## src/rtl/alu_resp_checker_pkg.sv

```systemverilog
// Shared opcode constants, size defaults and the expected-value function
// used by the ALU response checker.
package alu_resp_checker_pkg;

  localparam int WIDTH_DEF = 32;
  localparam int DEPTH_DEF = 4;
  localparam int CNT_W_DEF = 16;

  localparam logic [2:0] OP_AND = 3'b000;
  localparam logic [2:0] OP_OR  = 3'b001;
  localparam logic [2:0] OP_NOT = 3'b010;
  localparam logic [2:0] OP_NEG = 3'b011;
  localparam logic [2:0] OP_ADD = 3'b100;
  localparam logic [2:0] OP_SUB = 3'b101;

  function automatic logic op_legal(logic [2:0] op);
    return op[2:1] != 2'b11;
  endfunction

  // Computed at 64 bits; callers keep the low WIDTH bits, which is exact
  // modulo 2^WIDTH for every op.
  function automatic logic [63:0] alu_exp(logic [2:0] op, logic [63:0] a, logic [63:0] b);
    case (op)
      OP_AND:  return a & b;
      OP_OR:   return a | b;
      OP_NOT:  return ~a;
      OP_NEG:  return ~a + 64'd1;
      OP_ADD:  return a + b;
      OP_SUB:  return a + ~b + 64'd1;
      default: return '0;
    endcase
  endfunction

endpackage

```

## src/rtl/alu_exp_fifo.sv

```systemverilog
// Circular queue of expected results: wrapping read/write pointers plus an
// occupancy count 0..DEPTH. Caller never pushes when full or pops when empty.
module alu_exp_fifo
  import alu_resp_checker_pkg::*;
#(
  parameter int WIDTH = WIDTH_DEF,
  parameter int DEPTH = DEPTH_DEF,
  localparam int PW = $clog2(DEPTH),
  localparam int CW = $clog2(DEPTH + 1)
) (
  input  logic             clock,
  input  logic             clear,
  input  logic             push,
  input  logic             pop,
  input  logic [WIDTH-1:0] din,
  output logic [WIDTH-1:0] dout,
  output logic [CW-1:0]    count,
  output logic             full,
  output logic             empty
);

  logic [DEPTH-1:0][WIDTH-1:0] mem;
  logic [PW-1:0]               wr_ptr, rd_ptr;

  always_ff @(posedge clock) begin
    if (push) mem[wr_ptr] <= din;
  end

  always_ff @(posedge clock) begin
    if (clear) begin
      wr_ptr <= '0;
      rd_ptr <= '0;
      count  <= '0;
    end else begin
      if (push) wr_ptr <= wr_ptr + PW'(1);
      if (pop)  rd_ptr <= rd_ptr + PW'(1);
      case ({push, pop})
        2'b10:   count <= count + CW'(1);
        2'b01:   count <= count - CW'(1);
        default: count <= count;
      endcase
    end
  end

  assign dout  = mem[rd_ptr];
  assign full  = (count == CW'(DEPTH));
  assign empty = (count == '0);

endmodule

```

## config.mk

```make
export PLATFORM = sky130hd
export DESIGN_NAME = alu_exp_fifo
export DESIGN_NICKNAME = d
export VERILOG_FILES = /design/src/rtl/alu_resp_checker_pkg.sv /design/src/rtl/alu_exp_fifo.sv
export SDC_FILE = /design/constraint.sdc
export NUM_CORES = 1
export LEC_CHECK = 0
export ABC_AREA = 1
export BUFFER_PORTS_ARGS = -buffer_cell sky130_fd_sc_hd__buf_4
export CAP_MARGIN = 20
export CORE_ASPECT_RATIO = 1.4
export CORE_MARGIN = 4
export CORE_UTILIZATION = 30
export CTS_CLUSTER_DIAMETER = 100
export DETAILED_ROUTE_END_ITERATION = 6
export PLACE_DENSITY = 0.48
export SLEW_MARGIN = 20
export SYNTH_ARGS = -nofsm -noshare
export SYNTH_HDL_FRONTEND = slang
export SYNTH_SLANG_ARGS = --single-unit
```

## constraint.sdc

```tcl
create_clock -name clock -period 2.2 [get_ports clock]
set_input_delay 0 -clock clock [delete_from_list [all_inputs] [get_ports clock]]
set_output_delay 0 -clock clock [all_outputs]
set_load 0.01 [all_outputs]
```

# Yosys cells after proc, flatten, opt, wreduce, memory -nomap -nowiden

Index checks and enable logic that the tools add are counted.

Logic and storage cells: 26
Output and inout port bits: 37
Bits in registers: 135

Reductions and logical operators: 3
Mux-type cells: 6
Equal/unequal tests: 3
Add/sub/neg operators: 4
Magnitude comparators: 3

Operators by type and width:

| operator                                                               | count |
|---|---|
| 128-bit bitwise mux                                                    | 1 |
| 32-bit binary-select mux with 2-bit select                             | 1 |
| 32-bit demux with 2-bit select                                         | 1 |
| 32-bit two-way mux                                                     | 2 |
| 2-bit by 3-bit < comparator with 1-bit output (second input constant)  | 2 |
| 3-bit one-hot mux with 2 select lines                                  | 1 |
| 2-bit by 1-bit adder with 2-bit output (second input constant)         | 2 |
| 3-bit by 1-bit adder with 3-bit output (second input constant)         | 1 |
| 3-bit == test (second input constant)                                  | 1 |
| 3-bit logical NOT                                                      | 1 |
| 3-bit by 1-bit subtractor with 3-bit output (second input constant)    | 1 |
| 2-bit by 1-bit == test with 1-bit output (second input constant)       | 1 |
| 2-bit == test (second input constant)                                  | 1 |
| 2-bit by 1-bit >= comparator with 1-bit output (second input constant) | 1 |
| 2-bit nonzero test                                                     | 1 |
| 1-bit logical AND                                                      | 1 |

# Depth between registers and ports, before layout

Word-level depth: 5
Gate-level depth with buffers: 10
Depth with buffers taken out: 10

# Least setup slack after synthesis

OpenSTA, ideal clock, no wires.

Path type: reg-to-reg
From: register, netlist name wr_ptr[0]
To: register mem[64] (netlist bit), enable pin
Data required time: 1.813 ns
Stages on the path, launching flop included: 5
Arrival time: 1.222 ns
Buffers on the path: 0
Setup slack: 0.591 ns
Path through: dfxtp_1 > inv_1 > ha_1 > nand2_1 > inv_1

RTL lines:

| what                          | line               | source |
|---|---|---|
| end signal, assigned by index | alu_exp_fifo.sv:26 | `if (push) mem[wr_ptr] <= din;` |
| end, declared                 | alu_exp_fifo.sv:22 | `logic [DEPTH-1:0][WIDTH-1:0] mem;` |

# Final worst setup path

From: register rd_ptr[0]
To: output dout[12]

Longest elaborated chain between the ends: 2

Ends and longest elaborated chain:

| what                                       | line               | source |
|---|---|---|
| start, declared                            | alu_exp_fifo.sv:23 | `logic [PW-1:0] wr_ptr, rd_ptr;` |
| start signal, assigned                     | alu_exp_fifo.sv:36 | `if (pop) rd_ptr <= rd_ptr + PW'(1);` |
| 32-bit binary-select mux with 2-bit select | alu_exp_fifo.sv:45 | `assign dout = mem[rd_ptr];` |
| 32-bit two-way mux (not written as such)   | alu_exp_fifo.sv:45 |  |
| end, declared                              | alu_exp_fifo.sv:16 | `output logic [WIDTH-1:0] dout,` |

No other way between the ends. The select of a mux whose other input is x is not followed.

==> impl_metrics.yaml <==
placed_design:
  place_inst: 628
  hpwl_um: 7032
  gp_congestion: 0.7445
  io_buffers: 72
setup_path:
  required_ps: 2200
  worstPathArrival_ps: 1900
  criticalPathCategory: "reg -> out"
  critPathLaunchType: "flop"
  critPathCaptureType: "output port"
  reg2reg_depth: 4
  reg2reg_setup_slack_ps: 530
  crit_path_start: "rd_ptr[0]"
  endpoint: "dout[12]"
  regToRegStartpoint: "rd_ptr[0]"
  r2r_end: "rd_ptr[0]"
  crit_fanout: 67
synthesis:
  synth_nets: 405
  avgSynthCellArea_um2: 14.12
  ys_warn_count: 0
  synth.cell_area_um2: 5126
  ys_seq_area_share_pct: 77.72
  synth_top_area_share_pct: 74.98
  synth_flop_cell: "edfxtp_1"
  synthArstFlopShare_pct: 0
  synth_area_leaders: "edfxtp_1 75%, nor2_1 4.8%, o22ai_1 3.9%"
  synth_cell_type_count: 18
  synth_seq_cells: 135
  synthCells: 363
  yosysTopAreaCell: "edfxtp_1"
  synthTopCellsByCount: "128 x edfxtp_1, 65 x nor2_1, 36 x o21ai_0"
  yosysMostFrequentCell: "edfxtp_1"
  synth-edff-count: 128
pwr:
  vdd_drop_max_mv: 0.4548
  p_clk_share_pct: 44.9
  power.total_uw: 6593
  p_sw_uw: 1457
  p_sw_share_pct: 22.09
  p_comb_share_pct: 10.2
  power_density_nw_per_um2: 956.0
  cellLeakagePower_uw: 0.002497
  seqPwrFrac_pct: 45.0
  internal_power_uw: 5136
cts:
  clkTransAtPathRegs_ps: 60
  clock_latency_ps: 410
  htree_levels: 4
  clock-sinks: 135
  numCtsBuffers: 17
  tritoncts: "yes"
  clock_path_buffers: 2
  cts_root_buffer: "clkbuf_16"
final_layout:
  nets: 523
  drive_above_1_share_pct: 24.29
  antenna_cells: 0
  finalNonFillerCells: 697
  area_growth_pct: 34.54
sta:
  finalSetupTns_ps: 0
  timing.final.crit_share_pct: 86.48
  relSlewSlack_pct: 58.02
  fin_skew_ps: 5.605
  tightest_slew_ps: 629.6
  rsz0062_at_grt: "no"
  fmax_mhz: 525.6
  hold_violations: 0
  min_period_ps: 1902
  final_max_slew_viol_count: 0
  setup_viol: 0
drt:
  viasPerCell: 4.679
  drc_errors: 0
  final_antenna_net_count: 0
  first_pass_iters: 4
  first_iter_violations: 143
  drt-total-wl_um: 11190
  wl_per_cell_um: 16.06
  via_count: 3261
global_routing:
  track_usage_pct: 12.00
  grt_max_degree: 68
  grt_antenna_before_repair: 0
  grt_pass1_vias: 3430
  grt-ovfl-total: 0
  grt_pass1_wl_um: 17880
worst_hold_path:
  hold_path_class: "in -> reg"
run_status:
  status: "finished, final reports clean"
floorplan:
  die_area_um2: 19270
  start_util_pct: 30.61
  io-pin-count: 73
  coreArea_um2: 16750
  fp.dieW_um: 118.5
  die_h_um: 162.7
  placementRows: 56
run:
  max-cap-violations: 0
==> area by class of cell <==
class	instances	area [µm²]
Clock buffer	18	429.2
Multi-Input combinational cell	192	962.2
Timing Repair Buffer	118	1003
Tap cell	203	254.0
Fill cell	1535	9849
Sequential cell	135	3985
Inverter	17	63.81
Clock inverter	14	198.9
==> cells in the final DEF (no fill, tap or decap), types with 2 or more instances in the layout <==
master / n
edfxtp_1: 128
buf_4: 79
nor2_1: 65
dlygate4sd3_1: 37
o21ai_0: 36
o21ai_1: 34
o22ai_1: 32
clkbuf_16: 17
inv_1: 10
nand2_1: 9
inv_2: 7
a21oi_1: 6
dfxtp_1: 6
ha_1: 5
bufinv_16: 4
clkinvlp_4: 4
clkinv_4: 3
nor3_1: 2
inv_6: 2
buf_12: 2
==> critical path, stage by stage, from the launching register on <==
cell     delay [ps]
dfxtp_2         330
buf_4           480
o21ai_0         190
o22ai_1         260
buf_4           170
==> power by group through the flow <==
| stage | Combinational [µW] | Sequential (µW) | Clock [µW] |
|---|---|---|---|
| after floorplan | 310 | 3020 | 0 |
| after global placement | 630 | 3020 | 0 |
| after detailed placement | 636 | 3020 | 0 |
| after CTS | 692 | 2970 | 3020 |
| after global routing | 750 | 2970 | 3120 |
| final | 671 | 2970 | 2960 |
==> timing repair <==
action,CTS,global route
hold endpoints to repair,135,0
buffers inserted,0,0
resized for setup,0,0
hold buffers,37,0
==> metrics by stage <==
step	hold slack [ps]	cell area (µm²)	worst slack (ps)	util [%]
2_1_floorplan	90.20	5126	591.2	-
3_3_place_gp	204.8	5898	674.5	35.22
3_5_place_dp	203.9	5898	648.8	35.22
4_1_cts	316.1	6897	266.3	41.18
5_1_grt	321.3	6897	107.1	41.18
6_report	330.5	6897	297.5	41.18
==> cells by family after synthesis <==
| logic type | count (synthesis) | synth area share (%) |
|---|---|---|
| flops | 135 | 77.72 |
| compound gates | 108 | 11.33 |
| simple gates | 78 | 5.833 |
| buf+inv | 36 | 3.515 |
| fa+ha+maj | 6 | 1.611 |
==> layer usage <==
metal | share of wire (%) | global-route usage [%] | routed length [µm]
met2 | 53 | 21.52 | 5883
met4 | 1.3 | 3.954 | 141
met1 | 42 | 13.59 | 4656
met5 | 0 | 0 | 0
met3 | 4.6 | 3.753 | 512
==> how the worst min path moves through the flow <==
| stage | start | endpoint | slack [ps] | cells past startpoint |
|---|---|---|---|---|
| floorplan | pop | rd_ptr[0] | 90 | 1 |
| global placement | din[21] | mem[53] | 200 | 1 |
| detailed placement | din[21] | mem[53] | 200 | 1 |
| CTS | din[4] | mem[36] | 320 | 2 |
| global route | din[4] | mem[36] | 320 | 2 |
| finish | din[4] | mem[36] | 330 | 2 |
==> state kept, by name, summed over array words and instances (netlist names) <==
| register | flops |
|---|---|
| count | 3 |
| wr_ptr | 2 |
| mem | 128 |
| rd_ptr | 2 |
No activity file was read; power rests on OpenSTA's default activity.
